[src/rtl/swf_pkg.sv]
// Shared constants, FSM encoding and the saturating clamp for the streaming 3x3 window filter.
package swf_pkg;

    localparam logic [1:0] MODE_BOX   = 2'd0;
    localparam logic [1:0] MODE_GAUSS = 2'd1;
    localparam logic [1:0] MODE_SHARP = 2'd2;
    localparam logic [1:0] MODE_PASS  = 2'd3;

    typedef enum logic [1:0] {
        IDLE  = 2'd0,
        RUN   = 2'd1,
        DRAIN = 2'd2
    } state_t;

    // Saturate a signed intermediate into [0, maxv].
    function automatic logic [31:0] clamp(input logic signed [31:0] v, input logic [31:0] maxv);
        if (v < 0) begin
            return '0;
        end
        if ($unsigned(v) > maxv) begin
            return maxv;
        end
        return $unsigned(v);
    endfunction

endpackage

[src/rtl/swf_line_buffer.sv]
// One-line circular delay: o_dout is the pixel written IMG_W writes ago at the current slot.
// The write pointer tracks the column counter, so chained instances give rows r-1 and r-2.
module swf_line_buffer #(
    parameter int PIX_W = 8,
    parameter int IMG_W = 64
) (
    input  logic             clk,
    input  logic             rst,
    input  logic             i_we,
    input  logic [PIX_W-1:0] i_din,
    output logic [PIX_W-1:0] o_dout
);

    localparam int AW = (IMG_W > 1) ? $clog2(IMG_W) : 1;

    logic [PIX_W-1:0] r_mem [IMG_W];
    logic [AW-1:0]    r_ptr;

    assign o_dout = r_mem[r_ptr];

    always_ff @(posedge clk or posedge rst) begin
        if (rst) begin
            r_ptr <= '0;
        end else if (i_we) begin
            r_ptr <= (r_ptr == AW'(IMG_W - 1)) ? '0 : r_ptr + AW'(1);
        end
    end

    always_ff @(posedge clk) begin
        if (i_we) begin
            r_mem[r_ptr] <= i_din;
        end
    end

endmodule

[src/rtl/stream_window_filter.sv]
// Streaming 3x3 window filter (box / Gaussian / sharpen / passthrough) over a raster frame.
// Latency 1 from the completing input to out_valid; a stalled output blocks further input.
module stream_window_filter
    import swf_pkg::*;
#(
    parameter int PIX_W = 8,
    parameter int IMG_W = 64,
    parameter int IMG_H = 64
) (
    input  logic             clk,
    input  logic             rst,
    input  logic             start,
    input  logic [1:0]       mode,
    input  logic             in_valid,
    output logic             in_ready,
    input  logic [PIX_W-1:0] in_pixel,
    output logic             out_valid,
    input  logic             out_ready,
    output logic [PIX_W-1:0] out_pixel,
    output logic             busy,
    output logic             frame_done
);

    localparam int CW = $clog2(IMG_W);
    localparam int RW = $clog2(IMG_H);
    localparam int SW = PIX_W + 5;

    state_t           r_state, w_next;
    logic [1:0]       r_mode;
    logic [CW-1:0]    r_col;
    logic [RW-1:0]    r_row;
    logic [PIX_W-1:0] r_win [3][3];
    logic [PIX_W-1:0] w_win [3][3];
    logic [PIX_W-1:0] w_lb0, w_lb1;
    logic             w_accept, w_last, w_emit;
    logic             r_out_valid;
    logic [PIX_W-1:0] r_out_pixel;
    logic [PIX_W-1:0] w_result;
    logic [SW-1:0]    w_corner, w_edge, w_centre, w_box_sum, w_gauss_sum;
    logic signed [SW-1:0] w_sharp;

    assign w_accept  = in_valid && in_ready;
    assign w_last    = (r_row == RW'(IMG_H - 1)) && (r_col == CW'(IMG_W - 1));
    assign w_emit    = w_accept && (r_row >= RW'(2)) && (r_col >= CW'(2));
    assign out_valid = r_out_valid;
    assign out_pixel = r_out_pixel;

    swf_line_buffer #(.PIX_W(PIX_W), .IMG_W(IMG_W)) u_lb0 (
        .clk    (clk),
        .rst    (rst),
        .i_we   (w_accept),
        .i_din  (in_pixel),
        .o_dout (w_lb0)
    );

    swf_line_buffer #(.PIX_W(PIX_W), .IMG_W(IMG_W)) u_lb1 (
        .clk    (clk),
        .rst    (rst),
        .i_we   (w_accept),
        .i_din  (w_lb0),
        .o_dout (w_lb1)
    );

    always_ff @(posedge clk or posedge rst) begin
        if (rst) begin
            r_state <= IDLE;
        end else begin
            r_state <= w_next;
        end
    end

    always_comb begin
        w_next = r_state;
        case (r_state)
            IDLE:    if (start) w_next = RUN;
            RUN:     if (w_accept && w_last) w_next = DRAIN;
            DRAIN:   if (!r_out_valid || out_ready) w_next = IDLE;
            default: w_next = IDLE;
        endcase
    end

    always_comb begin
        in_ready   = 1'b0;
        busy       = 1'b0;
        frame_done = 1'b0;
        case (r_state)
            RUN: begin
                in_ready = !r_out_valid || out_ready;
                busy     = 1'b1;
            end
            DRAIN: begin
                frame_done = !r_out_valid || out_ready;
                busy       = r_out_valid && !out_ready;
            end
            default: ;
        endcase
    end

    always_ff @(posedge clk or posedge rst) begin
        if (rst) begin
            r_mode <= MODE_BOX;
            r_col  <= '0;
            r_row  <= '0;
        end else begin
            if (r_state == IDLE && start) begin
                r_mode <= mode;
            end
            if (w_accept) begin
                if (r_col == CW'(IMG_W - 1)) begin
                    r_col <= '0;
                    r_row <= (r_row == RW'(IMG_H - 1)) ? '0 : r_row + RW'(1);
                end else begin
                    r_col <= r_col + CW'(1);
                end
            end
        end
    end

    // Window rows: 0 = line r-2, 1 = line r-1, 2 = current line; column 2 is the newest.
    always_comb begin
        for (int i = 0; i < 3; i++) begin
            w_win[i][0] = r_win[i][1];
            w_win[i][1] = r_win[i][2];
        end
        w_win[0][2] = w_lb1;
        w_win[1][2] = w_lb0;
        w_win[2][2] = in_pixel;
    end

    always_ff @(posedge clk) begin
        if (w_accept) begin
            r_win <= w_win;
        end
    end

    assign w_corner    = SW'(w_win[0][0]) + SW'(w_win[0][2]) + SW'(w_win[2][0]) + SW'(w_win[2][2]);
    assign w_edge      = SW'(w_win[0][1]) + SW'(w_win[1][0]) + SW'(w_win[1][2]) + SW'(w_win[2][1]);
    assign w_centre    = SW'(w_win[1][1]);
    assign w_box_sum   = w_corner + w_edge + w_centre;
    assign w_gauss_sum = w_corner + (w_edge << 1) + (w_centre << 2);
    assign w_sharp     = $signed((w_centre << 2) + w_centre - w_edge);

    always_comb begin
        w_result = w_win[1][1];
        case (r_mode)
            MODE_BOX:   w_result = PIX_W'(w_box_sum / SW'(9));
            MODE_GAUSS: w_result = PIX_W'(w_gauss_sum >> 4);
            MODE_SHARP: w_result = PIX_W'(clamp(32'(w_sharp), 32'((1 << PIX_W) - 1)));
            default:    w_result = w_win[1][1];
        endcase
    end

    always_ff @(posedge clk or posedge rst) begin
        if (rst) begin
            r_out_valid <= 1'b0;
            r_out_pixel <= '0;
        end else if (w_emit) begin
            r_out_valid <= 1'b1;
            r_out_pixel <= w_result;
        end else if (out_ready) begin
            r_out_valid <= 1'b0;
        end
    end

endmodule

[config.mk]
export PLATFORM = sky130hd
export DESIGN_NAME = stream_window_filter
export DESIGN_NICKNAME = d
export VERILOG_FILES = /design/src/rtl/swf_pkg.sv /design/src/rtl/swf_line_buffer.sv /design/src/rtl/stream_window_filter.sv
export SDC_FILE = /design/constraint.sdc
export NUM_CORES = 1
export LEC_CHECK = 0
export BUFFER_PORTS_ARGS = -buffer_cell sky130_fd_sc_hd__buf_2
export CORE_ASPECT_RATIO = 1.4
export CORE_MARGIN = 8
export CORE_UTILIZATION = 35
export DETAILED_ROUTE_END_ITERATION = 8
export GPL_TIMING_DRIVEN = 1
export MAX_ROUTING_LAYER = met4
export PLACE_DENSITY = 0.51
export SETUP_SLACK_MARGIN = 0.3
export SYNTH_ARGS = -nofsm -noshare
export SYNTH_HDL_FRONTEND = slang
export SYNTH_SLANG_ARGS = --single-unit
[constraint.sdc]
create_clock -name clk -period 24 [get_ports clk]
set_input_delay 1.2 -clock clk [delete_from_list [all_inputs] [get_ports clk]]
set_output_delay 1.2 -clock clk [all_outputs]
set_load 0.005 [all_outputs]
Word-level counts from Yosys, hierarchy flattened --
Memory sizes are Yosys's and may differ from the RTL's. Index checks and enable logic that the tools add are counted.
Word-level totals: register bits after elaboration 85, RAM bits 1024, input port bits 15, output and inout bits 12, word-level logic and storage cells 88, memories 2
Memory list:
- u_lb0.r_mem | depth 64, bits a word 8, read ports 1, clocked after Yosys merged registers in 0, write ports 1, RTL line swf_line_buffer.sv:16 | logic [PIX_W-1:0] r_mem [IMG_W];
- u_lb1.r_mem | depth 64, bits a word 8, read ports 1, clocked after Yosys merged registers in 0, write ports 1, RTL line swf_line_buffer.sv:16
Cells by class: add/subtract/negate cells 16, divide/modulo/power cells 1, order comparisons 4, equality and inequality tests 11, multiplexer cells 25, reductions and logical operators 15
Operators by type and width (number):
- 10-bit by 8-bit adder with 11-bit output | 3
- 32-bit by 8-bit > comparator with 1-bit output, second input constant | 1
- 8-bit 2-to-1 mux | 4
- 6-bit by 1-bit adder with 6-bit output, second input constant | 4
- 6-bit == test, second input constant | 4
- 6-bit 2-to-1 mux | 4
- 8-bit one-hot mux with 3 select lines | 1
- 9-bit by 8-bit adder with 10-bit output | 2
- 8-bit by 8-bit adder with 9-bit output | 2
- 12-bit by 8-bit adder with 13-bit output | 1
- 13-bit by 4-bit divider with 13-bit output, second input constant | 1
- 11-bit by 11-bit adder with 12-bit output | 1
- 11-bit by 12-bit adder with 12-bit output | 1
- 12-bit by 10-bit adder with 12-bit output | 1
- 6-bit by 2-bit >= comparator with 1-bit output, second input constant | 2
- 12-bit by 1-bit < comparator with 1-bit output, second input constant | 1
- 11-bit by 11-bit subtractor with 12-bit output | 1
- 1-bit 2-to-1 mux | 11
- 1-bit logical AND | 7
- 2-bit 2-to-1 mux | 3
- 2-bit != test, second input constant | 3
- 2-bit one-hot mux with 3 select lines | 1
- 2-bit by 1-bit == test with 1-bit output, second input constant | 2
- 2-bit == test, second input constant | 2
- 7 further kinds | 9

Depth between registers and ports, before layout --
depth in word-level cells 12, depth in mapped cells 47, gate-level depth less buffers 42

Hierarchy --
From an unflattened synthesis, not the netlist that was laid out.
Unflattened totals: cells, all modules 3429, area total of the unflattened synthesis 48957.0 sq um
Modules (own cells, without submodules):
- swf_line_buffer | instances 2, cells an instance 1330, area each 20833.7 sq um, seq. area each 15524.9 sq um
- stream_window_filter | instances 1, cells an instance 769, area each 7289.5 sq um, seq. area each 2067.0 sq um

Worst setup path before layout --
No wires, ideal clock.
path type reg2reg, start register u_lb0.r_ptr[0], end register r_out_pixel[0], in the netlist out_pixel[0], setup time 0.103 ns, arrival time 9.861 ns, required time 23.897 ns, setup slack 14.035 ns, cell stages (with the launch flop) 46, path buffers 7, period minus slack after synthesis 9.965 ns, path through dfrtp_1 clkbuf_1 nor3b_1 clkbuf_1 clkbuf_1 clkbuf_1 buf_1 a22oi_1 a31oi_1 nor4_1 nand2_1 ha_1 ha_1 inv_1 fa_1 inv_1 a21oi_1 o21ai_0 [10 not listed] o211a_1 buf_6 or2_4 o32ai_2 a311o_2 a211oi_1 o32a_2 a221oi_4 a21oi_1 nor2_2 a21oi_1 o22a_1 ha_1 or3_1 a31oi_1 or4b_1 o211a_1 o41ai_2
On the way: longest elaborated chain between the ends 11, elaborated cells between the ends (all ways) 20, classes of those cells add/sub (7); div (1); order compare (2); mux (9); memory (1)
Ends and longest elaborated chain:
- start: declaration | RTL line swf_line_buffer.sv:17 | logic [AW-1:0] r_ptr;
- start signal: assignment | RTL line swf_line_buffer.sv:25 | r_ptr <= (r_ptr == AW'(IMG_W - 1)) ? '0 : r_ptr + AW'(1);
- memory 64 x 8 bit (*)
- named net u_lb0.o_dout[0] | RTL line swf_line_buffer.sv:11 | output logic [PIX_W-1:0] o_dout
- 9-bit by 8-bit adder with 10-bit output (*) | RTL line stream_window_filter.sv:137 | assign w_edge = SW'(w_win[0][1]) + SW'(w_win[1][0]) + SW'(w_win[1][2]) + SW'(w_win[2][1]);
- 10-bit by 8-bit adder with 11-bit output (*) | RTL line stream_window_filter.sv:137
- branches (longest 7 deep; another with 12-bit by 8-bit adder with 13-bit output)
- 8-bit one-hot mux with 3 select lines (*) | RTL line stream_window_filter.sv:145 | case (r_mode)
- end signal: assignment | RTL line stream_window_filter.sv:159 | r_out_pixel <= w_result;
- end: declaration | RTL line stream_window_filter.sv:37 | logic [PIX_W-1:0] r_out_pixel;
Mark *: on every way through the listed nets, which the timed path passes. The select of a mux whose other input is x is not followed. A chain may end at the register's enable or synchronous reset.

Worst setup path after layout --
start register u_lb1.r_ptr[2], end register r_out_pixel[0], in the netlist out_pixel[0]
On the way: longest elaborated chain between the ends 8, elaborated cells between the ends (all ways) 10, classes of those cells add/sub (7); div (1); mux (1); memory (1)
Ends and longest elaborated chain:
- start: declaration | RTL line swf_line_buffer.sv:17
- start signal: assignment | RTL line swf_line_buffer.sv:25
- memory 64 x 8 bit (*)
- 8-bit by 8-bit adder with 9-bit output (*) | RTL line stream_window_filter.sv:136 | assign w_corner = SW'(w_win[0][0]) + SW'(w_win[0][2]) + SW'(w_win[2][0]) + SW'(w_win[2][2]);
- 9-bit by 8-bit adder with 10-bit output (*) | RTL line stream_window_filter.sv:136
- 10-bit by 8-bit adder with 11-bit output (*) | RTL line stream_window_filter.sv:136
- 11-bit by 11-bit adder with 12-bit output | RTL line stream_window_filter.sv:139 | assign w_box_sum = w_corner + w_edge + w_centre;
- 12-bit by 8-bit adder with 13-bit output | RTL line stream_window_filter.sv:139
- 13-bit by 4-bit divider with 13-bit output | RTL line stream_window_filter.sv:146 | MODE_BOX: w_result = PIX_W'(w_box_sum / SW'(9));
- 8-bit one-hot mux with 3 select lines (*) | RTL line stream_window_filter.sv:145
Mark *: on every way between the ends. The rest lies on a longest branch, timed or not.

==> run summary <==
Run status = completed
Crit path top cell by count = a21oi_1
Relative slew slack = 13.0%
Avg Cell Area, Syn = 15.7 µm²
Vias in the first global route = 27000
Fraction of registers with async set/reset = 3.34%
Commonest non-fill, non-tap cell in the layout = edfxtp_1
Complex-gate fraction of the synthesized area = 14.2%
Mux cell area share after synthesis = 0.119%
Ys flop type = edfxtp_1
Design area = 50900 µm²
Slowest Stage Delay on Critical Path = 0.78 ns
Global-route wire length before repair = 186 mm
Final min period = 11.73 ns
Final antenna-violating net count = 0
Synth Register Bits = 1109
Clk sinks = 1109
Max-slew violation count = 0
Final WL = 127 mm
Commonest non-fill, non-tap cells in the layout = edfxtp_1 (1072), a22oi_1 (320), nor2_1 (173)
Total track usage = 18.0%
Worst path buffer plus inverter count = 4
Clock latency on the worst-skew pair = 0.75 ns
Final hold slack = 0.456 ns
Syn Inst Count = 2876
Startpoint Class = flip-flop
GPL Wtd Cong = 0.878
Final clock skew = 0.0800 ns
Critical Path End Type = flip-flop
Initial core utilization = 35.2%
Worst Path Required = 24.58 ns
RSZ-0062 raised after global routing = no
Die height = 441 µm
Adder-cell share of the synthesized area = 4.26%
Share of cells above drive strength 1 = 10.5%
Setup violations, final = 0
Via density = 5.72
# fillers = 11700
Final core utilization = 39.6%
IO Count = 27
Cts hold-fix bufs = 0
Largest family of logic cells by synthesized area = compound AO/OA/AOI/OAI gates
CP Max Fanout = 39
Total grt overflow = 0
DR WL/cell = 27.2 µm
EDFF count, synth = 1072
Initial DRC count = 2675
Width of the die = 320 µm
CTS root buffer = clkbuf_16
Sequential share of the synthesized area = 73.2%
Cts bufs inserted = 108
Worst EP arrival = 12.31 ns
Hold Fails Final Rpt = 0
Worst Tran Pin Value = 1.31 ns
Postcts setup bufs = 0
Distinct cells, synth = 94
Largest net degree at the start of global routing = 73
Max Root-Sink Buffers = 3
Hold Path Class = flip-flop to flip-flop
Post-Synth Simple-Gate Area = 4.81%
Critical path type = flip-flop to flip-flop
Final HPWL DP = 78.5 mm
DR pass1 iterations = 9
Fmax = 0.0852 GHz
Area after DPL = 47300 µm²
Via count = 26600
Post-cts sizing count = 0
Die footprint = 141000 µm²
Core region area = 129000 µm²
Post-Synth XOR/XNOR Area = 0.802%
Total number of H-tree levels = 3
Fin crit share = 48.9%
CP max-delay cell = nor4_1
CTS tree = built
Layout Nets = 3043
Initial antenna violation count = 1
Yosys warning count = 0
Clk slew on worst S/H paths = 0.06 ns
# rows = 156
Drc violations = 0
PortBufs = 26
CP top delay family = compound AO/OA/AOI/OAI gates
Mapped cell area = 45200 µm²
Max-cap violation count = 0
Syn nets = 3010
Layout area overhead = 12.6%
Fin Setup TNS = 0 ns
[synthesized netlist by cell type (all sizes together) (3+ instances only)]
| library cell | count | area [µm²] |
|---|---|---|
| fa | 57 | 1140 |
| or3 | 8 | 50.1 |
| inv | 140 | 526 |
| o21a | 13 | 97.6 |
| a41o | 3 | 30.0 |
| o2111ai | 8 | 76.3 |
| nand2b | 10 | 62.6 |
| o21ai | 63 | 334 |
| o31ai | 5 | 51.3 |
| xnor2 | 24 | 218 |
| a22oi | 321 | 2410 |
| o22ai | 6 | 37.5 |
| nand4 | 34 | 213 |
| nor2b | 9 | 56.3 |
| nor2 | 178 | 671 |
| and4 | 5 | 43.8 |
| and2 | 8 | 50.1 |
| nor3 | 26 | 146 |
| mux2 | 3 | 33.8 |
| a21o | 18 | 135 |
| ha | 62 | 776 |
| o211ai | 13 | 118 |
| nor3b | 9 | 67.6 |
| or2 | 4 | 27.5 |
| nand3 | 34 | 175 |
| and3 | 8 | 50.1 |
| o211a | 4 | 40.0 |
| clkbuf | 111 | 417 |
| nand3b | 3 | 22.5 |
| nand2 | 82 | 313 |
| nor4 | 21 | 131 |
| edfxtp | 1072 | 32200 |
| dfrtp | 37 | 926 |
| a31oi | 98 | 613 |
| buf | 46 | 199 |
| a22o | 100 | 876 |
| a211oi | 6 | 50.1 |
| a221oi | 99 | 891 |
| or4 | 4 | 30.0 |
| a21oi | 69 | 353 |
| a21boi | 4 | 33.8 |
| xor2 | 13 | 121 |
[path summary, 6_finish.rpt]
check / start / end / slack, ns / cells after the start
min reg2reg: r_win[1] / r_win[9] / 0.46 / 0
max in group asynchronous: rst / r_col[2] / 22.61 / 2
max reg2reg: u_lb1.r_ptr[2] / out_pixel[0] / 12.27 / 39
min in group asynchronous: rst / u_lb1.r_ptr[3] / 0.72 / 2
min: r_win[1] / r_win[9] / 0.46 / 0
max: u_lb1.r_ptr[2] / out_pixel[0] / 12.27 / 39
[state kept, by name, summed over array words and instances (netlist names)]
signal,count
out_pixel,8
out_valid,1
r_col,6
r_mode,2
r_row,6
r_state,2
r_win,48
u_lb0.r_mem,512
u_lb0.r_ptr,6
u_lb1.r_mem,512
u_lb1.r_ptr,6
[layer usage]
layer	vias to the layer above	track usage (%)	routed length, µm	part of all wire [%]
met4	0	7.11	5140	4.1
met2	960	31.2	65400	52
li1	11600	-	-	-
met5	-	-	0	0
met1	13800	21.5	49500	39
met3	244	2.17	6780	5.3
[final cells by class]
type | instances | area [µm²] | area share [%]
well taps | 1659 | 2080 | 4.08
clock inverters | 74 | 822 | 1.61
diodes | 1 | 2.50 | 0.00491
inverters | 140 | 527 | 1.03
repair buffers | 80 | 536 | 1.05
multi-input cells | 1470 | 11100 | 21.7
clock buffers | 127 | 2790 | 5.49
flip-flops and latches | 1109 | 33100 | 65.0
[through the flow]
| step | worst slack (ns) | instances |
|---|---|---|
| floorplan | 14.04 | 2876 |
| global placement | 12.83 | 4458 |
| detailed placement | 12.54 | 4458 |
| CTS | 12.43 | 4659 |
| global route | 11.44 | 4660 |
| finish | 12.27 | 4660 |
[cell families (layout without fill, tap and decap cells)]
group | count (synthesis) | in the layout
fa+ha+maj | 120 | 120
buf+inv | 297 | 421
xor+xnor | 38 | 38
compound gates | 857 | 857
flops | 1109 | 1109
mux | 5 | 5
simple gates | 450 | 450
other cells | 0 | 1
Power is left out: the tool's default activity adds up to more than one toggle a clock period on the data nets, which glitch-free logic cannot reach.
